<file path="config.mk">
export PLATFORM = sky130hd
export DESIGN_NAME = rp_lsu
export DESIGN_NICKNAME = d
export VERILOG_FILES = /design/src/rtl/riscv_isa_pkg.sv /design/src/rtl/rp_lsu_align.sv /design/src/rtl/rp_lsu.sv
export SDC_FILE = /design/constraint.sdc
export NUM_CORES = 1
export LEC_CHECK = 0
export ABC_CLOCK_PERIOD_IN_PS = 3300
export CAP_MARGIN = 20
export CORE_MARGIN = 2
export CORE_UTILIZATION = 39
export DETAILED_ROUTE_END_ITERATION = 8
export PLACE_DENSITY = 0.81
export SLEW_MARGIN = 20
export SYNTH_ARGS = -nofsm -noshare
export SYNTH_HDL_FRONTEND = slang
export SYNTH_SLANG_ARGS = --single-unit
</file>
<file path="constraint.sdc">
create_clock -name clk -period 3.3 [get_ports clk]
set_clock_uncertainty 0.15 [all_clocks]
set_input_delay 0.33 -clock clk [delete_from_list [all_inputs] [get_ports clk]]
set_output_delay 0.33 -clock clk [all_outputs]
set_load 0.01 [all_outputs]
</file>
<file path="src/rtl/riscv_isa_pkg.sv">
// Shared ISA-level types for the rp core: access sizes and LSU FSM states.
package riscv_isa_pkg;

  localparam int unsigned DSW = 4;

  typedef enum logic [1:0] {
    SIZ_B = 2'd0,
    SIZ_H = 2'd1,
    SIZ_W = 2'd2
  } lsu_siz_t;

  typedef enum logic {
    IDLE = 1'b0,
    WAIT = 1'b1
  } lsu_state_t;

endpackage

</file>
<file path="src/rtl/rp_lsu_align.sv">
// Byte-lane steering for the LSU: select/replicated write data, alignment
// check, and load lane extraction with sign/zero extension.
module rp_lsu_align
  import riscv_isa_pkg::*;
(
  input  logic [1:0]     adr_lo,
  input  logic [1:0]     siz,
  input  logic           uns,
  input  logic [31:0]    wdt,
  input  logic [31:0]    rdt,
  output logic [DSW-1:0] sel_c,
  output logic [31:0]    wdt_c,
  output logic           mis_c,
  output logic [31:0]    rdt_c
);

  logic [7:0]  lane_b;
  logic [15:0] lane_h;

  assign lane_b = rdt[{adr_lo, 3'b000} +: 8];
  assign lane_h = rdt[{adr_lo[1], 4'b0000} +: 16];

  always_comb begin
    sel_c = '0;
    wdt_c = '0;
    mis_c = 1'b0;
    rdt_c = '0;
    case (siz)
      SIZ_B: begin
        sel_c = 4'b0001 << adr_lo;
        wdt_c = {4{wdt[7:0]}};
        rdt_c = uns ? {24'b0, lane_b} : {{24{lane_b[7]}}, lane_b};
      end
      SIZ_H: begin
        mis_c = adr_lo[0];
        sel_c = 4'b0011 << adr_lo;
        wdt_c = {2{wdt[15:0]}};
        rdt_c = uns ? {16'b0, lane_h} : {{16{lane_h[15]}}, lane_h};
      end
      SIZ_W: begin
        mis_c = |adr_lo;
        sel_c = 4'b1111;
        wdt_c = wdt;
        rdt_c = rdt;
      end
      default: mis_c = 1'b1;
    endcase
  end

endmodule

</file>
<file path="src/rtl/rp_lsu.sv">
// Load/store unit: zero-wait bus access from IDLE, otherwise captures the
// request and holds the bus in WAIT until ack or optional timeout.
module rp_lsu
  import riscv_isa_pkg::*;
#(
  parameter int unsigned AW  = 32,
  parameter int unsigned DW  = 32,
  parameter int unsigned TMO = 0
) (
  input  logic           clk,
  input  logic           rst,
  input  logic           ls_req,
  input  logic           ls_wen,
  input  logic [AW-1:0]  ls_adr,
  input  logic [1:0]     ls_siz,
  input  logic           ls_uns,
  input  logic [DW-1:0]  ls_wdt,
  output logic [DW-1:0]  ls_rdt,
  output logic           ls_vld,
  output logic           ls_stl,
  output logic           ls_mis,
  output logic           ls_err,
  output logic           bud_req,
  output logic           bud_wen,
  output logic [AW-1:0]  bud_adr,
  output logic [DSW-1:0] bud_sel,
  output logic [DW-1:0]  bud_wdt,
  input  logic [DW-1:0]  bud_rdt,
  input  logic           bud_ack
);

  localparam int unsigned CW = (TMO > 1) ? $clog2(TMO) : 1;

  lsu_state_t     state_q, state_d;
  logic [CW-1:0]  cnt_q, cnt_d;
  logic           wen_q, wen_d;
  logic [AW-1:0]  adr_q, adr_d;
  logic [1:0]     siz_q, siz_d;
  logic           uns_q, uns_d;
  logic [DSW-1:0] sel_q, sel_d;
  logic [DW-1:0]  wdt_q, wdt_d;

  logic           in_wait;
  logic [1:0]     al_adr;
  logic [1:0]     al_siz;
  logic           al_uns;
  logic [DSW-1:0] al_sel;
  logic [DW-1:0]  al_wdt;
  logic           al_mis;
  logic [DW-1:0]  al_rdt;
  logic           tmo_hit;

  // Lane logic follows the live request in IDLE and the captured one in WAIT.
  assign in_wait = (state_q == WAIT);
  assign al_adr  = in_wait ? adr_q[1:0] : ls_adr[1:0];
  assign al_siz  = in_wait ? siz_q : ls_siz;
  assign al_uns  = in_wait ? uns_q : ls_uns;
  assign tmo_hit = (TMO != 0) && (cnt_q == CW'(TMO - 1));

  rp_lsu_align u_align (
    .adr_lo (al_adr),
    .siz    (al_siz),
    .uns    (al_uns),
    .wdt    (ls_wdt),
    .rdt    (bud_rdt),
    .sel_c  (al_sel),
    .wdt_c  (al_wdt),
    .mis_c  (al_mis),
    .rdt_c  (al_rdt)
  );

  // Next state, capture and bus/core outputs; everything is forced quiet during reset.
  always_comb begin
    state_d = state_q;
    cnt_d   = cnt_q;
    wen_d   = wen_q;
    adr_d   = adr_q;
    siz_d   = siz_q;
    uns_d   = uns_q;
    sel_d   = sel_q;
    wdt_d   = wdt_q;
    ls_rdt  = '0;
    ls_vld  = 1'b0;
    ls_stl  = 1'b0;
    ls_mis  = 1'b0;
    ls_err  = 1'b0;
    bud_req = 1'b0;
    bud_wen = 1'b0;
    bud_adr = '0;
    bud_sel = '0;
    bud_wdt = '0;
    if (!rst) begin
      case (state_q)
        IDLE: begin
          if (ls_req) begin
            if (al_mis) begin
              ls_mis = 1'b1;
            end else begin
              bud_req = 1'b1;
              bud_wen = ls_wen;
              bud_adr = {ls_adr[AW-1:2], 2'b00};
              bud_sel = al_sel;
              bud_wdt = al_wdt;
              if (bud_ack) begin
                ls_vld = 1'b1;
                ls_rdt = ls_wen ? '0 : al_rdt;
              end else begin
                ls_stl  = 1'b1;
                state_d = WAIT;
                cnt_d   = '0;
                wen_d   = ls_wen;
                adr_d   = ls_adr;
                siz_d   = ls_siz;
                uns_d   = ls_uns;
                sel_d   = al_sel;
                wdt_d   = al_wdt;
              end
            end
          end
        end
        WAIT: begin
          bud_req = 1'b1;
          bud_wen = wen_q;
          bud_adr = {adr_q[AW-1:2], 2'b00};
          bud_sel = sel_q;
          bud_wdt = wdt_q;
          if (bud_ack) begin
            ls_vld  = 1'b1;
            ls_rdt  = wen_q ? '0 : al_rdt;
            state_d = IDLE;
          end else if (tmo_hit) begin
            ls_err  = 1'b1;
            state_d = IDLE;
          end else begin
            ls_stl = 1'b1;
            cnt_d  = cnt_q + CW'(1);
          end
        end
      endcase
    end
  end

  always_ff @(posedge clk or posedge rst) begin
    if (rst) begin
      state_q <= IDLE;
      cnt_q   <= '0;
      wen_q   <= 1'b0;
      adr_q   <= '0;
      siz_q   <= '0;
      uns_q   <= 1'b0;
      sel_q   <= '0;
      wdt_q   <= '0;
    end else begin
      state_q <= state_d;
      cnt_q   <= cnt_d;
      wen_q   <= wen_d;
      adr_q   <= adr_d;
      siz_q   <= siz_d;
      uns_q   <= uns_d;
      sel_q   <= sel_d;
      wdt_q   <= wdt_d;
    end
  end

endmodule

</file>
==> results.txt, run 1 <==
The mean instance size in the synthesized netlist is just under 10 µm². The effective utilization at floorplan came out at 0.402. The routability-driven placement congestion ratio is about 0.94. The predominant post-synthesis flop cell is sky130_fd_sc_hd__dfrtp_1. The final-report setup violation count is 0. The total congestion overflow came out at 0. The detailed-route wire length came out at roughly 17000 µm. The distinct cell type count after synthesis came out at 43. The number of clock buffers inserted by TritonCTS came out at 9.

The final critical delay including setup and external delays is approximately 3.2 ns. The number of buffers between clock root and the deepest sink came out at 2. The quantity of hold-fixing buffers added after cts is 0.

The peak fanout along the critical path is 21. The first-pass detailed-route iteration total is 4. STA classifies the critical path endpoint as an output pin. Setup repair after global routing could not meet its margin everywhere.

The HPWL after detailed placement is between 10000 and 15000 µm. The final critical-path share of the clock period came out at 0.972. Ranked by instance count, the synthesized netlist is headed by sky130_fd_sc_hd__dfrtp_1, sky130_fd_sc_hd__mux2_2, sky130_fd_sc_hd__nand2_1. The count of nets left with antenna violations after detail routing is 0. The arrival time at the worst endpoint came out at ~2.7 ns. Setup slack on the worst reg-to-reg path comes out at around 0.83 ns.

After clock tree synthesis, the clock-pin slew on the worst setup and hold paths is roughly 0.060 ns. STA puts the critical path data required time at ~2.8 ns. The via count of the first global-routing pass came to between 5k and 6k. The post-synthesis cell count came out at just under 500. The CTS H-tree depth is 3. The total number of nets in the final design came out at 812.

The detail-routed via count per cell is about 5.8. The smallest hold slack came out at between 0.3 and 0.4 ns. The region available for standard cell placement spans 12100 µm². The path type of the worst setup path is register to output pin. The final standard cell count with taps included and fillers excluded is 881.

The area share of the largest cell type after synthesis is 0.375. In the synthesized netlist the async set-or-reset flop fraction comes to 1.00. Entering global routing, the biggest net connects 74 pins. The number of max-cap violations came out at 0. The largest individual stage delay along the critical path comes from the cell sky130_fd_sc_hd__dfrtp_2. On the worst path, the slowest cell contributes a delay of between 0.4 and 0.5 ns. The global-route wire length before repair came out at 25800 µm. Among all cell types in the netlist, the one instantiated most often is sky130_fd_sc_hd__dfrtp_1. The count of inserted antenna diode cells is 0.

The count of endpoints failing hold in the final timing report is 0. After detailed routing, the number of remaining DRC violations is 0. The maximum VDD drop came out at 0.403 mV. The cell leakage power is 3.48 nW. In the final layout, the share of cells above drive strength 1 is 0.231. The critical path goes through buf_4, buf_6, buf_4, a211oi_1, a21oi_1, o221ai_2, or3b_4, buf_12, a31oi_2, dlygate4sd2_1. The number of pins with negative max-slew slack in the final report came out at 0. The post-placement cell count is approximately 850. The starting DRC count in detailed routing came out at roughly 330. At the pin with the least slew margin, the transition time is around 0.92 ns. The dominant cell type by count on the critical path is sky130_fd_sc_hd__buf_4. The synthesized design contains 0 enable-type register cells. The area of the die is 13400 µm².

The quantity of I/O buffers inserted on ports is a little over 200. Of all cell types, the one taking the most synthesized area is sky130_fd_sc_hd__dfrtp_1. The run finished with clean final reports. The worst setup path is launched from a register. The total of warnings raised by yosys is 0. The die width is approximately 120 µm.

The number of antenna violations at the first check in global routing is 0. The proportion of synthesized chip area in sequential cells is 0.375. The worst max-slew margin expressed relative to the limit is 0.384. 210 I/O pins were placed.

The highest clock rate came out at between 300 and 400 MHz. The accumulated negative setup slack is 0 ns. The y dimension of the die is 116 µm. The overall track demand over capacity in global routing is 0.244. The TritonCTS sink count is between 70 and 80. After detailed routing, the average wire length per cell comes to 19.6 µm. The TritonCTS clock tree is built. The power per cell area came out at roughly 590 nW/µm². The number of synthesized register bits is between 70 and 80. The mapped cell area is around 4900 µm². The tree is rooted in a sky130_fd_sc_hd__clkbuf_16. Ranked by total cell area, the synthesized netlist is headed by sky130_fd_sc_hd__dfrtp_1, sky130_fd_sc_hd__mux2_2, sky130_fd_sc_hd__a22o_1.

The worst hold path belongs to the class register to register. The number of standard-cell rows in the floorplan is 40. The via count of the routed design came out at about 5k. The area overhead of the layout relative to synthesis came out at 58.6%. Clock latency on the worst-skew pair, taken at its later pin, is around 0.33 ns.
-- layout by cell type, fill, tap and decap left out, types with 3 or more instances in the layout --
master,netlist,layout
sky130_fd_sc_hd__clkdlybuf4s50_1,0,170
sky130_fd_sc_hd__dfrtp_1,73,72
sky130_fd_sc_hd__mux2_2,58,57
sky130_fd_sc_hd__nand2_1,58,56
sky130_fd_sc_hd__a22o_1,51,51
sky130_fd_sc_hd__nor2_1,46,45
sky130_fd_sc_hd__buf_4,5,33
sky130_fd_sc_hd__a32oi_1,31,30
sky130_fd_sc_hd__dlymetal6s2s_1,0,19
sky130_fd_sc_hd__mux2i_1,14,12
sky130_fd_sc_hd__a31oi_1,12,12
sky130_fd_sc_hd__clkbuf_16,0,11
sky130_fd_sc_hd__o21ai_0,10,10
sky130_fd_sc_hd__a22oi_1,10,10
sky130_fd_sc_hd__a21oi_1,10,9
sky130_fd_sc_hd__nand4_1,9,9
sky130_fd_sc_hd__a21oi_2,8,9
sky130_fd_sc_hd__mux2_1,8,8
sky130_fd_sc_hd__a21bo_2,8,8
sky130_fd_sc_hd__clkbuf_2,0,8
sky130_fd_sc_hd__a222oi_1,7,7
sky130_fd_sc_hd__clkdlybuf4s15_1,0,6
sky130_fd_sc_hd__buf_12,0,5
sky130_fd_sc_hd__a31oi_2,4,4
sky130_fd_sc_hd__nor3_1,4,4
sky130_fd_sc_hd__nor2b_1,5,3
sky130_fd_sc_hd__conb_1,1,3
sky130_fd_sc_hd__dlygate4sd2_1,0,3
-- power breakdown --
| part | internal, mW | switching, mW |
|---|---|---|
| Sequential | 1.32 | 0.244 |
| Combinational | 1.05 | 0.906 |
| Clock | 0.681 | 0.375 |
| Total | 3.05 | 1.52 |
-- per-layer routing --
| layer | up-vias | routed length, µm | GRT usage |
|---|---|---|---|
| li1 | 2314 | - | - |
| met1 | 2522 | 6800 | 0.286 |
| met2 | 240 | 8480 | 0.415 |
| met3 | 29 | 1570 | 0.0758 |
| met4 | 0 | 375 | 0.104 |
| met5 | - | 0 | 0 |
-- critical path, delay by kind of cell (launching register included) --
kind,cells,cell delay (ns)
AOI/OAI and AO/OA,4,0.53
DFF,1,0.49
buffers and inverters,5,0.90
and+or+nand+nor,1,0.46
-- stage by stage --
| stage | cell area (µm²) | power, mW | setup slack [ns] | utilization |
|---|---|---|---|---|
| 2_1_floorplan | 4880 | 2.65 | 0.0402 | - |
| 3_3_place_gp | 7200 | 3.32 | 0.0244 | 0.594 |
| 3_5_place_dp | 7200 | 3.41 | -0.0945 | 0.594 |
| 4_1_cts | 7590 | 4.51 | -0.0232 | 0.627 |
| 5_1_grt | 7730 | 4.81 | -0.0491 | 0.638 |
| 6_report | 7730 | 4.57 | 0.0936 | 0.638 |
-- layout make-up --
class	count	area, µm²
repair buffers	249	2510
inverters	2	11.3
well taps	168	210
multi-input cells	373	2840
flip-flops and latches	73	1830
clock buffers	11	243
fillers	975	4380
clock inverters	5	78.8
-- cell families after synthesis --
kind of cell / Yosys count / share of synthesized area
buffers and inverters: 52 / 0.0560
AND/OR/NAND/NOR: 132 / 0.119
other: 1 / 0.000770
flip-flops: 73 / 0.375
multiplexers: 81 / 0.184
AO/OA/AOI/OAI: 157 / 0.265
-- flip-flops by register name, summed over array words and instances, names as in the netlist --
signal	flops
in_wait	1
wen_q	1
adr_q	32
wdt_q	32
siz_q	2
sel_q	4
uns_q	1
-- repair_timing --
| item | in CTS | in global routing |
|---|---|---|
| resized for setup | 24 | 54 |
| pin swaps | 0 | 1 |
| cloned | 1 | 2 |
| setup endpoints to repair | 59 | 61 |
| setup buffers | 6 | 2 |
-- final timing paths --
kind,to,startpoint,depth (start not counted)
worst max-delay path,ls_rdt[20],in_wait,10
worst min-delay path,wdt_q[2],wdt_q[2],1
worst max register to register,adr_q[29],in_wait,8
worst min register to register,wdt_q[2],wdt_q[2],1
max in group asynchronous,in_wait,rst,4
min in group asynchronous,adr_q[20],rst,4
(Power assumes the default switching activity.)
==> run 2, diff against run 1 <==
--- a/config.mk
+++ b/config.mk
@@ -7,7 +7,6 @@
 export LEC_CHECK = 0
 export ABC_CLOCK_PERIOD_IN_PS = 3300
 export CAP_MARGIN = 20
-export CORE_MARGIN = 2
 export CORE_UTILIZATION = 39
 export DETAILED_ROUTE_END_ITERATION = 8
 export PLACE_DENSITY = 0.81
==> results.txt, run 2 (synthesized netlist as in run 1, its figures left out) <==
The cell leakage power came out at 3.68 nW (was 3.48 nW). The detail-routed via count per cell came to 5.74 (was 5.79). The count of nets left with antenna violations after detail routing came out at 0 (unchanged). The number of max-cap violations is 0 (unchanged). The final standard cell count with taps included and fillers excluded is 878 (was 881).

The smallest hold slack came to 0.342 ns (was 0.340 ns). The area of the multi-input gates is 2830 µm² (was 2840 µm²). The final-report setup violation count came to 0 (unchanged).

The count of inserted antenna diode cells is 0 (unchanged). The element type at the critical path start is a register (unchanged). The total number of nets in the final design was 809 (was 812). The maximum number of pins on one net before global-route repair is 74 (unchanged). The starting DRC count in detailed routing is 311 (was 334). The number of design rule violations left after detail routing came to 0 (unchanged).

The global-route wire length before repair is 25800 µm (about the same). The final critical delay including setup and external delays came out at 3.19 ns (was 3.21 ns). The y dimension of the die is 114 µm (was 116 µm).

The number of antenna violations at the first check in global routing came out at 0 (unchanged). The proportion of layout cells with a drive suffix above 1 is 0.215 (was 0.231). The part of the power in combinational logic was 0.417 (was 0.427).

The slew at the pin closest to its max-slew limit is 0.952 ns (was 0.924 ns). The number of standard-cell rows in the floorplan came to 40 (unchanged). The effective utilization at floorplan is 0.402 (unchanged). The clock-pin slew on the worst setup and hold paths came out at 0.06 ns (about the same).

The type of destination of the critical path is an output pin (unchanged). The maximum VDD drop came to 0.431 mV (was 0.403 mV). The total congestion overflow is 0 (unchanged).

The number of clock buffers inserted by TritonCTS came out at 9 (unchanged). The worst setup slack for register-to-register paths is 0.67 ns (was 0.83 ns). The detailed-route wire length came out at 16600 µm (was 17200 µm). The placed standard-cell area is 7220 µm² (was 7200 µm²). The number of buffers between clock root and the deepest sink is 2 (unchanged).

The worst max-slew margin expressed relative to the limit is 0.365 (was 0.384). The area of the core came out at 12100 µm² (unchanged). The via count of the routed design came out at 5044 (was 5105). The routability-driven placement congestion ratio is 0.899 (was 0.939).

The highest clock rate came out at 313 MHz (was 312 MHz). The path type of the worst setup path is register to output pin (unchanged). The sequential cell fraction of total power is 0.342 (about the same). The switching share of power is 0.329 (was 0.334).

The CTS H-tree depth came out at 3 (unchanged). The via count of the first global-routing pass is 5108 (was 5155). The reported net switching power came to 1.50 mW (was 1.52 mW). The area overhead of the layout relative to synthesis is 58.8% (was 58.6%). The power per cell area came to 589 nW/µm² (was 591 nW/µm²). The total area of sequential cells is 1830 µm² (unchanged). The cell internal power dissipation is 3.06 mW (was 3.05 mW).

The type of the tightest min-delay check was register to register (unchanged). Status: finished clean (unchanged). The design area came out at 7740 µm² (was 7730 µm²). The data required time at the worst endpoint came out at 2.82 ns (about the same). The TritonCTS sink count came out at 73 (unchanged).

The final critical-path share of the clock period is 0.968 (was 0.972). The master cell of the clock root buffer is sky130_fd_sc_hd__clkbuf_16 (unchanged). The post-placement cell count is 856 (was 854).

The quantity of hold-fixing buffers added after cts came out at 0 (unchanged). The routed wire length per instance is 18.9 µm (was 19.6 µm). Registers with the most flip-flops: adr_q: 32 flops, wdt_q: 32 flops, sel_q: 4 flops (unchanged).

The first-pass detailed-route iteration total came out at 5 (was 4). The count of endpoints failing hold in the final timing report is 0 (unchanged). The arrival time at the worst endpoint was 2.71 ns (was 2.73 ns).

The peak fanout along the critical path was 9 (was 21). The area of the die came to 12900 µm² (was 13400 µm²). The overall track demand over capacity in global routing came out at 0.252 (was 0.244). The TritonCTS clock tree is built (unchanged).

The quantity of I/O buffers inserted on ports came to 206 (unchanged). The HPWL after detailed placement is 11800 µm (was 12000 µm). The insertion delay to the later sink of the worst-skew pair is 0.33 ns (about the same). The number of fill cells is 981 (was 975). The number of placed I/O pins was 210 (unchanged). The die width came out at 114 µm (was 116 µm). The fraction of power consumed by the clock network is 0.241 (was 0.231). The number of pins with negative max-slew slack in the final report is 0 (unchanged). Leading cell types in the layout, fill and taps excluded: sky130_fd_sc_hd__clkdlybuf4s50_1, sky130_fd_sc_hd__dfrtp_1, sky130_fd_sc_hd__mux2_2 (unchanged). The most common cell after layout, fill and taps aside was sky130_fd_sc_hd__clkdlybuf4s50_1 (unchanged).
==> run 2: worst max-delay path: stages (launching register included) <==
cell,delay (ns)
sky130_fd_sc_hd__dfrtp_2,0.51
sky130_fd_sc_hd__mux2_2,0.43
sky130_fd_sc_hd__buf_4,0.19
sky130_fd_sc_hd__nor2_2,0.14
sky130_fd_sc_hd__buf_4,0.18
sky130_fd_sc_hd__nand2_1,0.06
sky130_fd_sc_hd__o21ai_0,0.13
sky130_fd_sc_hd__a22o_1,0.21
sky130_fd_sc_hd__clkdlybuf4s50_1,0.54
==> run 2: metrics by stage <==
stage | power, mW | util | TNS, ns | worst slack [ns]
after floorplan | 2.65 | - | 0 | 0.0402
after global placement | 3.34 | 0.596 | 0 | 0.110
after detailed placement | 3.42 | 0.596 | -0.0446 | -0.0298
after CTS | 4.55 | 0.627 | 0 | 0.00563
after global routing | 4.81 | 0.639 | -0.00300 | -0.00300
final | 4.56 | 0.639 | 0 | 0.106
==> run 2: power groups by stage <==
stage	logic, mW	registers (mW)	clock network (mW)
floorplan	1.16	1.48	0
global placement	1.81	1.53	0
detailed placement	1.86	1.56	0
CTS	1.89	1.55	1.11
global route	2.05	1.61	1.15
finish	1.90	1.56	1.10
==> run 2: cell type report <==
type / count / share of cell area
flip-flops and latches: 73 / 0.236
clock inverters: 4 / 0.00954
clock buffers: 12 / 0.0344
inverters: 2 / 0.00146
multi-input cells: 373 / 0.366
repair buffers: 246 / 0.325
well taps: 168 / 0.0272
==> run 2: final timing paths <==
check / startpoint / end / cells past startpoint
setup reg to reg: in_wait / adr_q[7] / 7
setup / recovery: in_wait / bud_wdt[26] / 8
min in group asynchronous: rst / siz_q[0] / 4
hold reg to reg: wdt_q[0] / wdt_q[0] / 1
hold / removal: wdt_q[0] / wdt_q[0] / 1
max in group asynchronous: rst / in_wait / 4
==> run 2: metal layers <==
metal  wire (µm)  track usage
met2        7950        0.425
met3        1480       0.0770
met1        6860        0.308
met5           0            0
met4         296       0.0814
==> run 2: timing repair <==
item / CTS / global route
endpoints found under the setup margin: 82 / 45
setup buffers: 2 / 3
resized for setup: 4 / 36
cloned: 0 / 1
